[src/rtl/fma16_normround.sv]
// -----------------------------------------------------------------------------
// fma16_normround
//   Back end of the fma16 datapath. Converts the unnormalised signed-magnitude
//   sum from the add stage into a rounded binary16 result with exception flags.
//   Two registered stages with a valid/ready handshake on both sides:
//     stage 1: leading-one detect, normalising/denormalising shift
//     stage 2: rounding, re-normalisation, overflow/zero handling, packing
//
// Ports
//   clk        in   clock
//   reset_n    in   synchronous active-low reset
//   in_valid   in   upstream sum valid
//   in_ready   out  block can accept this cycle (combinational from out_ready)
//   Sm         in   [33:0] sum magnitude, unsigned
//   Se         in   [6:0]  sum exponent, two's complement
//   Ss         in   sum sign
//   sticky_in  in   OR of bits already discarded upstream
//   rm         in   [1:0] 00 RZ, 01 RNE, 10 RDN, 11 RUP
//   out_valid  out  result valid
//   out_ready  in   downstream accepts
//   result     out  [15:0] binary16 result
//   flags      out  [2:0]  {overflow, underflow, inexact}
// -----------------------------------------------------------------------------
module fma16_normround #(
    parameter int BIAS = 15,
    parameter int LEAD = 30
) (
    input  logic        clk,
    input  logic        reset_n,
    input  logic        in_valid,
    output logic        in_ready,
    input  logic [33:0] Sm,
    input  logic [6:0]  Se,
    input  logic        Ss,
    input  logic        sticky_in,
    input  logic [1:0]  rm,
    output logic        out_valid,
    input  logic        out_ready,
    output logic [15:0] result,
    output logic [2:0]  flags
);

    localparam int EMAX = 2 * BIAS + 1;   // first biased exponent that overflows

    localparam logic [1:0] RM_RZ  = 2'b00;
    localparam logic [1:0] RM_RNE = 2'b01;
    localparam logic [1:0] RM_RDN = 2'b10;
    localparam logic [1:0] RM_RUP = 2'b11;

    // ------------------------------------------------------------------
    // Handshake
    // ------------------------------------------------------------------
    logic s1_valid_q;
    logic s2_valid_q;
    logic s2_ready;

    assign s2_ready = ~s2_valid_q | out_ready;
    assign in_ready = ~s1_valid_q | s2_ready;

    // ------------------------------------------------------------------
    // Stage 1: leading-one detect and shift
    // ------------------------------------------------------------------
    logic [5:0]        lod_k;
    logic signed [8:0] e_pre;
    logic              tiny_d;
    logic [8:0]        rsh;
    logic [33:0]       norm;
    logic [67:0]       ext;
    logic [10:0]       sig_d;
    logic              g_d;
    logic              s_d;
    logic [7:0]        e_d;

    always_comb begin
        lod_k = '0;
        for (int i = 0; i < 34; i++) begin
            if (Sm[i]) lod_k = 6'(i);
        end
    end

    // Biased exponent of the normalised value; 9 bits so that extreme Se
    // combined with any k can neither wrap nor alias a valid exponent.
    assign e_pre = $signed({{2{Se[6]}}, Se}) + $signed({3'b000, lod_k})
                 - $signed(9'(LEAD));

    always_comb begin
        tiny_d = (e_pre <= 9'sd0);
        rsh    = tiny_d ? 9'(9'sd1 - e_pre) : 9'd0;
        norm   = Sm << (6'd33 - lod_k);
        // Low 34 bits of ext catch whatever the denormalising shift pushes out.
        ext    = {norm, 34'b0} >> rsh[5:0];
        if (rsh >= 9'd34) begin
            sig_d = '0;
            g_d   = 1'b0;
            s_d   = (|Sm) | sticky_in;
        end else begin
            sig_d = ext[67:57];
            g_d   = ext[56];
            s_d   = (|ext[55:0]) | sticky_in;
        end
        e_d = tiny_d ? 8'd0 : e_pre[7:0];
    end

    logic [10:0] sig_q;
    logic        g_q;
    logic        s_q;
    logic [7:0]  e_q;
    logic        sign_q;
    logic [1:0]  rm_q;
    logic        zero_q;
    logic        tiny_q;

    // ------------------------------------------------------------------
    // Stage 2: round, re-normalise, pack
    // ------------------------------------------------------------------
    logic        inexact;
    logic        round_up;
    logic [11:0] sum12;
    logic [7:0]  e_f;
    logic [9:0]  frac;
    logic        ovf_to_inf;
    logic [15:0] result_d;
    logic [2:0]  flags_d;

    always_comb begin
        inexact = g_q | s_q;
        case (rm_q)
            RM_RZ:   round_up = 1'b0;
            RM_RNE:  round_up = g_q & (s_q | sig_q[0]);
            RM_RDN:  round_up = sign_q & inexact;
            default: round_up = ~sign_q & inexact;
        endcase

        sum12 = {1'b0, sig_q} + 12'(round_up);
        if (sum12[11]) begin
            // 0x7FF + 1: significand wraps to 1.000, exponent steps up
            e_f  = e_q + 8'd1;
            frac = '0;
        end else if ((e_q == 8'd0) && sum12[10]) begin
            // subnormal rounded up into the smallest normal
            e_f  = 8'd1;
            frac = sum12[9:0];
        end else begin
            e_f  = e_q;
            frac = sum12[9:0];
        end

        ovf_to_inf = (rm_q == RM_RNE) || ((rm_q == RM_RUP) && !sign_q)
                  || ((rm_q == RM_RDN) && sign_q);

        result_d = '0;
        flags_d  = '0;
        if (zero_q) begin
            if (!s_q) begin
                result_d = (rm_q == RM_RDN) ? 16'h8000 : 16'h0000;
                flags_d  = 3'b000;
            end else begin
                // nonzero magnitude below the smallest subnormal
                result_d = ((rm_q == RM_RUP) && !sign_q) ? 16'h0001 : {sign_q, 15'h0000};
                flags_d  = 3'b011;
            end
        end else if (e_f >= 8'(EMAX)) begin
            result_d = {sign_q, ovf_to_inf ? 15'h7C00 : 15'h7BFF};
            flags_d  = 3'b101;
        end else begin
            result_d = {sign_q, e_f[4:0], frac};
            flags_d  = {1'b0, tiny_q & inexact, inexact};
        end
    end

    // ------------------------------------------------------------------
    // Registers
    // ------------------------------------------------------------------
    logic [15:0] result_q;
    logic [2:0]  flags_q;

    always_ff @(posedge clk) begin
        if (!reset_n) begin
            s1_valid_q <= 1'b0;
            s2_valid_q <= 1'b0;
            result_q   <= '0;
            flags_q    <= '0;
        end else begin
            if (in_ready) s1_valid_q <= in_valid;
            if (s2_ready) begin
                s2_valid_q <= s1_valid_q;
                if (s1_valid_q) begin
                    result_q <= result_d;
                    flags_q  <= flags_d;
                end
            end
        end
    end

    // Stage-1 payload needs no reset; it is qualified by s1_valid_q.
    always_ff @(posedge clk) begin
        if (in_ready && in_valid) begin
            sig_q  <= sig_d;
            g_q    <= g_d;
            s_q    <= s_d;
            e_q    <= e_d;
            sign_q <= Ss;
            rm_q   <= rm;
            zero_q <= (Sm == 34'd0);
            tiny_q <= tiny_d;
        end
    end

    assign out_valid = s2_valid_q;
    assign result    = result_q;
    assign flags     = flags_q;

endmodule

[config.mk]
export PLATFORM = sky130hd
export DESIGN_NAME = fma16_normround
export DESIGN_NICKNAME = d
export VERILOG_FILES = /design/src/rtl/fma16_normround.sv
export SDC_FILE = /design/constraint.sdc
export NUM_CORES = 1
export LEC_CHECK = 0
export BUFFER_PORTS_ARGS = -buffer_cell sky130_fd_sc_hd__buf_4
export CAP_MARGIN = 0
export CORE_MARGIN = 5
export CORE_UTILIZATION = 45
export CTS_BUF_LIST = sky130_fd_sc_hd__clkbuf_4 sky130_fd_sc_hd__clkbuf_8
export DETAILED_ROUTE_END_ITERATION = 16
export SLEW_MARGIN = 20
export SYNTH_ARGS = -nofsm -noshare
export SYNTH_HDL_FRONTEND = slang
export SYNTH_SLANG_ARGS = --single-unit
[constraint.sdc]
create_clock -name clk -period 17.6 [get_ports clk]
set_input_delay 0 -clock clk [delete_from_list [all_inputs] [get_ports clk]]
set_output_delay 0 -clock clk [all_outputs]
set_load 0.005 [all_outputs]
## Word-level counts from Yosys, hierarchy flattened

Cells that the tools add are included.

- $add $sub $neg: 6
- Shifts and indexed selects: 2
- Reduce and logical (&&, ||, !) cells: 13
- Divide/modulo/power cells: 0
- Equal/unequal tests: 3
- Magnitude comparators: 3
- Bitwise operators: 13
- Mux-type cells: 48
- Multiply operators: 0

Operator list:

| kind | count |
|---|---|
| 6-bit 2-to-1 mux | 32 |
| 68-bit by 6-bit >> shifter with 68-bit output | 1 |
| 16-bit 2-to-1 mux | 4 |
| 56-bit OR reduction | 1 |
| 34-bit logical NOT | 1 |
| 34-bit OR reduction | 1 |
| 34-bit by 6-bit << shifter with 34-bit output | 1 |
| 8-bit 2-to-1 mux | 2 |
| 15-bit 2-to-1 mux | 1 |
| 11-bit by 1-bit adder with 12-bit output | 1 |
| 11-bit 2-to-1 mux | 1 |
| 10-bit 2-to-1 mux | 1 |
| 9-bit by 6-bit greater-or-equal comparator with 1-bit output (second input constant) | 1 |
| 9-bit by 1-bit <= comparator with 1-bit output (second input constant) | 1 |
| 9-bit 2-to-1 mux | 1 |
| 2-bit by 9-bit subtractor with 9-bit output (first input constant) | 1 |
| 8-bit by 6-bit subtractor with 9-bit output (second input constant) | 1 |
| 7-bit by 7-bit adder with 8-bit output | 1 |
| 8-bit by 1-bit adder with 8-bit output (second input constant) | 1 |
| 8-bit by 5-bit greater-or-equal comparator with 1-bit output (second input constant) | 1 |
| 8-bit logical NOT | 1 |
| 3-bit 2-to-1 mux | 2 |
| 1-bit bitwise OR | 6 |
| 6-bit subtractor (first input constant) | 1 |
| 12 further kinds | 23 |

- Memory bits (writable): 0
- Memories kept: 0
- Logic and storage cells: 100
- Output and inout bits: 21
- Latch bits: 0
- Bits in read-only memories: 0
- Input bits: 49
- Flip-flop bits (word level): 47

## Depth between registers and ports, before layout

Gate-level depths: netlist (run 1).

- Depth in word-level cells: 41
- Mapped depth: 30
- Depth with buffers taken out: 26

## Worst setup path before layout (run 1)

No wires, ideal clock.

- Path kind: input to register
- From: in Sm[16]
- To: reg s_q, data pin
- Required time: 17.339 ns
- Buffers on the path: 2
- Stages on the path: 26
- Setup slack: 11.503 ns
- Setup time: 0.261 ns
- Arrival: 5.836 ns
- Cells stage by stage: buf_2 -> or4_1 -> nor3b_1 -> nor3_1 -> or4b_2 -> nand3_1 -> nand2_1 -> inv_1 -> ha_1 -> ha_1 -> a211oi_1 -> nor2_1 -> xor2_1 -> or4_1 -> o2111a_1 -> nor3_4 -> buf_2 -> nor2_1 -> a21oi_1 -> o21ai_1 -> a211oi_1 -> o22ai_1 -> nor3_1 -> a21oi_1 -> a2111o_1 -> a221o_1

- Longest elaborated chain between the ends: 26
- Elaborated cells on any way between the ends: 32
- Classes of those cells: 4 x add/sub; 2 x order compare; 2 x shift; 20 x mux; 2 x bitwise; 2 x reduce/logical

RTL lines:

| item | line | text |
|---|---|---|
| start, declared | 32 | `input logic [33:0] Sm,` |
| 6-bit 2-to-1 mux (18 in a row) | 77 | `if (Sm[i]) lod_k = 6'(i);` |
| 7-bit by 7-bit adder with 8-bit output | 83 | `assign e_pre = $signed({{2{Se[6]}}, Se}) + $signed({3'b000, lod_k})` |
| 8-bit by 6-bit subtractor with 9-bit output | 84 | `- $signed(9'(LEAD));` |
| 2-bit by 9-bit subtractor with 9-bit output / 9-bit by 1-bit <= comparator with 1-bit output (equally long branches) | 88, 87 |  |
| 9-bit 2-to-1 mux | 88 | `rsh = tiny_d ? 9'(9'sd1 - e_pre) : 9'd0;` |
| 68-bit by 6-bit >> shifter with 68-bit output | 91 | `ext = {norm, 34'b0} >> rsh[5:0];` |
| 56-bit OR reduction | 99 | `s_d = (\|ext[55:0]) \| sticky_in;` |
| 1-bit bitwise OR | 99 |  |
| 1-bit 2-to-1 mux (*) | 92 | `if (rsh >= 9'd34) begin` |
| named net s_d | 71 | `logic s_d;` |
| end signal, assigned | 200 | `s_q <= s_d;` |
| end, declared | 106 | `logic s_q;` |

The timed path passes the listed nets; every way through them passes the cells marked *.
A chain may end at the register's enable or synchronous reset.

## Worst setup path after layout (run 1)

- From: in Sm[31]
- To: reg s_q, data pin

- Longest elaborated chain between the ends: 11
- Elaborated cells on any way between the ends: 17
- Classes of those cells: 4 x add/sub; 2 x order compare; 2 x shift; 5 x mux; 2 x bitwise; 2 x reduce/logical

RTL lines:

| item | line |
|---|---|
| 6-bit 2-to-1 mux (3 in a row) | 77 |
| 7-bit by 7-bit adder with 8-bit output | 83 |
| 8-bit by 6-bit subtractor with 9-bit output | 84 |
| 2-bit by 9-bit subtractor with 9-bit output / 9-bit by 1-bit <= comparator with 1-bit output (equally long branches) | 88, 87 |
| 9-bit 2-to-1 mux | 88 |
| 68-bit by 6-bit >> shifter with 68-bit output | 91 |
| 56-bit OR reduction | 99 |
| 1-bit bitwise OR | 99 |
| 1-bit 2-to-1 mux (*) | 92 |
| named net s_d | 71 |

Marks and branches as above.

==> results of run 1 <==
[registers in the layout, indices dropped and copies added (netlist names)]
register,count
e_q,8
s1_valid_q,1
g_q,1
out_valid,1
sig_q,11
zero_q,1
s_q,1
result,16
rm_q,2
sign_q,1
flags,3
tiny_q,1
[repair_timing]
action                     CTS  global route
setup endpoints to repair    0             0
hold endpoints to repair     4             0
hold buffers                 4             0
[cells by family after synthesis]
logic type,after synthesis,synth area share [%]
AOI/OAI and AO/OA,451,38.6
and+or+nand+nor,481,29.6
xor gates and xnor gates,19,2.01
buffers and inverters,130,7.36
DFF,47,14.5
adders and majority gates,20,3.11
muxes,29,4.90
[metrics by stage]
stage	hold WS, ns	worst slack (ns)
after floorplan	0.0989	11.50
after global placement	0.178	10.15
after detailed placement	0.179	10.06
after CTS	0.0359	10.35
after global routing	0.0485	9.67
final	0.0425	10.22
[where the power goes]
part / internal [mW] / switching, mW / total (mW) / leakage (nW)
registers: 0.128 / 0.00828 / 0.137 / 0.431
logic: 0.167 / 0.314 / 0.481 / 2.72
clock network: 0.0296 / 0.0346 / 0.0642 / 0.0486
[area by class of cell]
cell class / count / area [um^2]
inverter: 40 / 155
fill: 1840 / 9140
clock inverter: 2 / 13.8
multi-input combinational: 1000 / 6520
sequential: 47 / 1200
timing repair buffer: 91 / 693
clock buffer: 6 / 76.3
tap: 229 / 287
[worst max path at each step]
| stage | from | end | slack (ns) | depth (start not counted) |
|---|---|---|---|---|
| final | Sm[31] | s_q | 10.22 | 26 |
| after global placement | Sm[32] | s_q | 10.15 | 28 |
| after detailed placement | Sm[32] | s_q | 10.06 | 28 |
| after CTS | Sm[32] | s_q | 10.35 | 28 |
| after global routing | Sm[2] | s_q | 9.67 | 28 |
| after floorplan | Sm[16] | s_q | 11.50 | 26 |
[cell usage after synthesis (all sizes together), types with 5 or more instances]
cell type	count
nand3	60
a32oi	12
a221oi	5
o211a	6
a21oi	103
xnor2	8
nor4	26
mux2	10
nor2	121
nand2b	11
nor3	54
o21ai	74
o221ai	14
nand4	16
or3	10
nand2	99
nor2b	31
o32ai	9
mux4	7
inv	37
o22ai	24
a31oi	16
edfxtp	26
o31ai	17
buf	46
mux2i	12
a211oi	44
a21boi	6
a21o	9
o211ai	18
or2	7
o2111ai	16
ha	19
clkbuf	44
xor2	11
o21a	7
a221o	12
or4	6
and3	12
dfxtp	21
and2	17
a22oi	8
a211o	10
[metal layers]
metal | vias up | routed length, um | track usage (%)
met5 | - | 0 | 0
met4 | 0 | 529 | 5.46
met3 | 55 | 3060 | 4.39
met2 | 549 | 13700 | 42.6
met1 | 4617 | 13600 | 40.3
li1 | 4603 | - | -
[critical path: cells and delay by family]
kind | cells | cell delay (ns)
AO/OA/AOI/OAI | 12 | 3.82
AND/OR/NAND/NOR | 5 | 1.27
buffers and inverters | 5 | 1.18
adder cells (fa/ha/maj) | 3 | 0.94
XOR/XNOR | 1 | 0.17
==> impl_metrics.csv, run 1 <==
group,metric,value,unit
route,drtIter0Drc,1283,
place,placed_cell_area,8810,um^2
place,dp_hpwl,23600,um
place,portBuffers,69,
pwr,peakVddDrop,0.0000322,V
floorplanning,die_h,146,um
floorplanning,core-area,18100,um^2
floorplanning,rows,49,
floorplanning,die_area,21200,um^2
synthesis,synth_top_area_share,9.41,%
run,maxCapViolCount,0,
setup_path,crit_slowest_cell,"o31ai_1",
setup_path,r2r_end,"result[4]",
layout,final_cells,1415,
setup_path,rr_startpoint,"rm_q[1]",
pwr,p_leak,3.20,nW
global_routing,antenna_found_initial,0,
setup_path,critPathKind,"input pin to register",
setup_path,slowest_delay,0.60,ns
layout,mostFrequentLayoutCells,"nor2_1 (119), nand2_1 (98), a21oi_1 (98), buf_4 (87), o21ai_0 (63)",
setup_path,worstPathArrival,7.42,ns
global_routing,grt_max_degree,69,
route,firstDrtPassIters,6,
synthesis,async_reset_ff_share,0,%
cts,cts_buffer_depth,2,
cts,path_clk_slew,0.09,ns
global_routing,grt_overflow,0,
global_routing,grt_pass1_vias,8809,
layout,syn2layout_area_growth,7.89,%
timing,worst_clock_skew,0.00565,ns
cts,h-tree-depth,2,
cts,clkLatencyLatePin,0.29,ns
timing,slew_headroom,29.8,%
worst_hold_path,holdPathStages,2,
worst_hold_path,worstHoldStart,"reset_n",
place,place.gp.congestion,0.976,
timing,setup-tns-final,0,ns
timing,rsz0062_at_grt,"false",
synthesis,synth_warnings,0,
route,wl,30900,um
pwr,p_per_area,76.2,nW/um^2
synthesis,synth_fp_nets,1246,
synthesis,synth_seq_cells,47,
cts,cts-root-buf,"clkbuf_8",
timing,hold_viol_final,0,
timing,min_period_over_period,41.9,%
synthesis,yosys.area.top_type,"edfxtp_1",
floorplanning,io_pins,70,
route,drc,0,
timing,worstMarginPinSlew,1.02,ns
route,drtAntennaViolNets,0,
synthesis,synth-seq-area-share,14.5,%
layout,diodes,0,
worst_hold_path,hold_class,"input pin to register",
layout,final_cell_area,8950,um^2
layout,fin_nets,1254,
cts,cts_resized,0,
cts,post_cts_buffers,0,
setup_path,r2r_slack,13.35,ns
timing,fmax,0.136,GHz
setup_path,reg2regPathDepth,18,
synthesis,synth-main-ff-cell,"edfxtp_1",
layout,drive_above_1_share,13.9,%
global_routing,grt_pass1_wl,49100,um
timing,min_period,7.38,ns
synthesis,synth_cell_types,101,
floorplanning,dieWidth,146,um
synthesis,avgSynthCellArea,7.05,um^2
setup_path,critical_path_required,17.65,ns
synthesis,synthTopCellsByArea,"edfxtp_1 (9.4%), a21oi_1 (6.0%), nor2_1 (5.4%)",
route,vias,9824,
setup_path,path_max_fanout,46,
floorplanning,initial_core_util,45.9,%
cts,cts_tree,"done",
cts,cts_buffers,5,
setup_path,critPathCaptureType,"register",
synthesis,synth-edff-count,26,
synthesis,syn_area,8290,um^2
synthesis,syn_inst,1177,
route,wire_per_inst,21.9,um
setup_path,critPathLaunchType,"input pin",
route,vias_per_cell,6.94,
worst_hold_path,whs_endpoint,"flags[0]",
pwr,power,682,uW
status,outcome,"finished clean",
global_routing,grt_util_all_layers,27.4,%
layout,post-route-util,49.5,%
cts,clkSinkCount,47,
place,dp.cells,1403,
timing,setup_violations,0,
timing,final-max-slew-violation-count,0,
layout,final_common_cell,"nor2_1",
No activity file was read; power rests on OpenSTA's default activity.
==> run 2: changes to the inputs <==
--- a/config.mk
+++ b/config.mk
@@ -11,6 +11,7 @@
 export CORE_UTILIZATION = 45
 export CTS_BUF_LIST = sky130_fd_sc_hd__clkbuf_4 sky130_fd_sc_hd__clkbuf_8
 export DETAILED_ROUTE_END_ITERATION = 16
+export PLACE_DENSITY = 0.65
 export SLEW_MARGIN = 20
 export SYNTH_ARGS = -nofsm -noshare
 export SYNTH_HDL_FRONTEND = slang
==> constraint.sdc (replaced) <==
create_clock -name clk -period 6.7 [get_ports clk]
set_input_delay 0 -clock clk [delete_from_list [all_inputs] [get_ports clk]]
set_output_delay 0 -clock clk [all_outputs]
set_load 0.005 [all_outputs]
==> run 2 against run 1 <==
Critical path depth grew 1. Hold slack worse by 0.010 ns. Sequential share of layout area is 0.49 points lower. Via count is 3.6% higher. Final cell count rose by 2.3%. Cell area is 3.8% higher. Die area did not move. Worst setup slack worse by 10 ns. Clock power increased to 2.8 times the previous value. First-iteration DRC count decreased by 7.3%. Critical path type unchanged. Critical endpoint unchanged. Largest power group unchanged.
==> impl_metrics.csv, run 2 (synthesized netlist as in run 1, its figures left out) <==
group,metric,value,unit
floorplanning,dieWidth,146,um
route,wire_per_inst,22.9,um
global_routing,grt_max_degree,47,
place,dp_hpwl,25700,um
run,maxCapViolCount,0,
timing,worstMarginPinSlew,1.08,ns
setup_path,cp_num_buf_inv,4,
worst_hold_path,worstHoldStart,"out_ready",
timing,setup_violations,0,
setup_path,cp_top_family,"simple AND/OR/NAND/NOR gates",
cts,cts_tree,"done",
setup_path,r2r_slack,2.68,ns
place,portBuffers,69,
route,met3_length,3440,um
global_routing,grt_pass1_wl,51700,um
layout,multi_input_area,6530,um^2
layout,register_area,1200,um^2
route,wl_met2,15000,um
global_routing,grt_overflow,0,
pwr,p_leak,3.39,nW
setup_path,critPathLaunchType,"input pin",
route,wl_met1,13600,um
setup_path,crit_slowest_cell,"or4b_2",
timing,min_period,6.48,ns
route,vias_per_cell,7.03,
worst_hold_path,holdPathStages,3,
timing,fmax,0.154,GHz
floorplanning,initial_core_util,45.9,%
global_routing,antenna_found_initial,0,
cts,cts-root-buf,"clkbuf_8",
timing,hold_viol_final,0,
place,place.gp.congestion,1.04,
setup_path,startpoint,"Sm[16]",
cts,clkSinkCount,47,
layout,mostFrequentLayoutCells,"nor2_1 (119), buf_4 (114), nand2_1 (98), a21oi_1 (98), o21ai_0 (63)",
pwr,p_per_area,204,nW/um^2
setup_path,reg2regPathDepth,19,
setup_path,critPathCaptureType,"register",
status,outcome,"finished clean",
layout,syn2layout_area_growth,12.0,%
timing,rsz0062_at_grt,"false",
route,wl,33200,um
timing,hold_ws,0.0325,ns
route,drc,0,
layout,nFillCells,1819,
global_routing,grt_util_all_layers,29.5,%
setup_path,critical_path_required,6.75,ns
timing,fin_ws,0.224,ns
cts,path_clk_slew,0.08,ns
global_routing,grt_pass1_vias,9216,
timing,worst_clock_skew,0.00652,ns
route,drtIter0Drc,1189,
layout,fin_nets,1287,
cts,h-tree-depth,2,
layout,diodes,0,
worst_hold_path,hold_class,"input pin to register",
floorplanning,io_pins,70,
timing,final-max-slew-violation-count,0,
floorplanning,die_area,21200,um^2
timing,min_period_over_period,96.7,%
worst_hold_path,whs_endpoint,"out_valid",
route,drtAntennaViolNets,0,
setup_path,critPathKind,"input pin to register",
cts,cts_buffers,5,
floorplanning,rows,49,
floorplanning,die_h,146,um
route,firstDrtPassIters,6,
place,pre_cts_slack,0.0276,ns
layout,drive_above_1_share,16.5,%
setup_path,worstPathArrival,6.53,ns
timing,setup-tns-final,0,ns
route,vias,10178,
cts,cts_buffer_depth,2,
floorplanning,core-area,18100,um^2
setup_path,slowest_delay,0.64,ns
pwr,peakVddDrop,0.0000791,V
timing,slew_headroom,27.7,%
layout,largest_reg_flops,16,
setup_path,path_max_fanout,23,
setup_path,rr_startpoint,"rm_q[1]",
route,highest_layer,"met4",
setup_path,r2r_end,"result[2]",
cts,clkLatencyLatePin,0.30,ns
layout,final_common_cell,"nor2_1",
## run 2: changes by cell type in the layout (fill, tap and decap cells not counted), moves of 2 or more
cell | before | now
a211oi_1 | 38 | 36
buf_4 | 87 | 114
buf_12 | 0 | 6
a211oi_2 | 6 | 8
## run 2: area by class of cell
| class | instances | share of cell area, % |
|---|---|---|
| multi-input cells | 1000 | 70.3 |
| inverters | 40 | 1.67 |
| clock inverters | 1 | 0.0539 |
| clock buffers | 7 | 0.970 |
| repair buffers | 124 | 10.9 |
| well taps | 229 | 3.09 |
| flip-flops and latches | 47 | 12.9 |
## run 2: worst max-delay path by stage
stage,to,slack (ns),cells past startpoint
after floorplan,s_q,0.60,26
after global routing,s_q,0.006,28
after CTS,s_q,0.33,24
after detailed placement,s_q,0.03,24
after global placement,s_q,0.09,26
final,s_q,0.22,27
## run 2: through the flow
stage	power [mW]	instances	utilization (%)	instance area, um^2
2_1_floorplan	1.26	1177	-	8290
3_3_place_gp	1.67	1435	50.3	9100
3_5_place_dp	1.66	1435	50.3	9100
4_1_cts	1.84	1447	51.1	9240
5_1_grt	2.01	1448	51.3	9290
6_report	1.89	1448	51.3	9290
## run 2: power by group
part / total, mW / internal [mW] / switching, mW
registers: 0.358 / 0.337 / 0.0209
clock network: 0.178 / 0.0873 / 0.0902
logic: 1.35 / 0.491 / 0.863
total: 1.89 / 0.916 / 0.974
## run 2: worst min-delay path, delay by kind of cell
family	cells	cell delay [ns]
AO/OA/AOI/OAI	1	0.16
AND/OR/NAND/NOR	1	0.05
buffers and inverters	1	0.08
## run 2: per-layer routing
metal,track usage [%],vias to the layer above
met1,40.1,4806
met5,0,-
li1,-,4679
met4,9.97,0
met2,47.2,603
met3,5.54,90
## run 2: timing repair
item | CTS | global route
endpoints found under the hold margin | 4 | 0
resized for setup | 0 | 5
setup endpoints to repair | 0 | 1
setup buffers | 0 | 1
hold buffers | 4 | 0
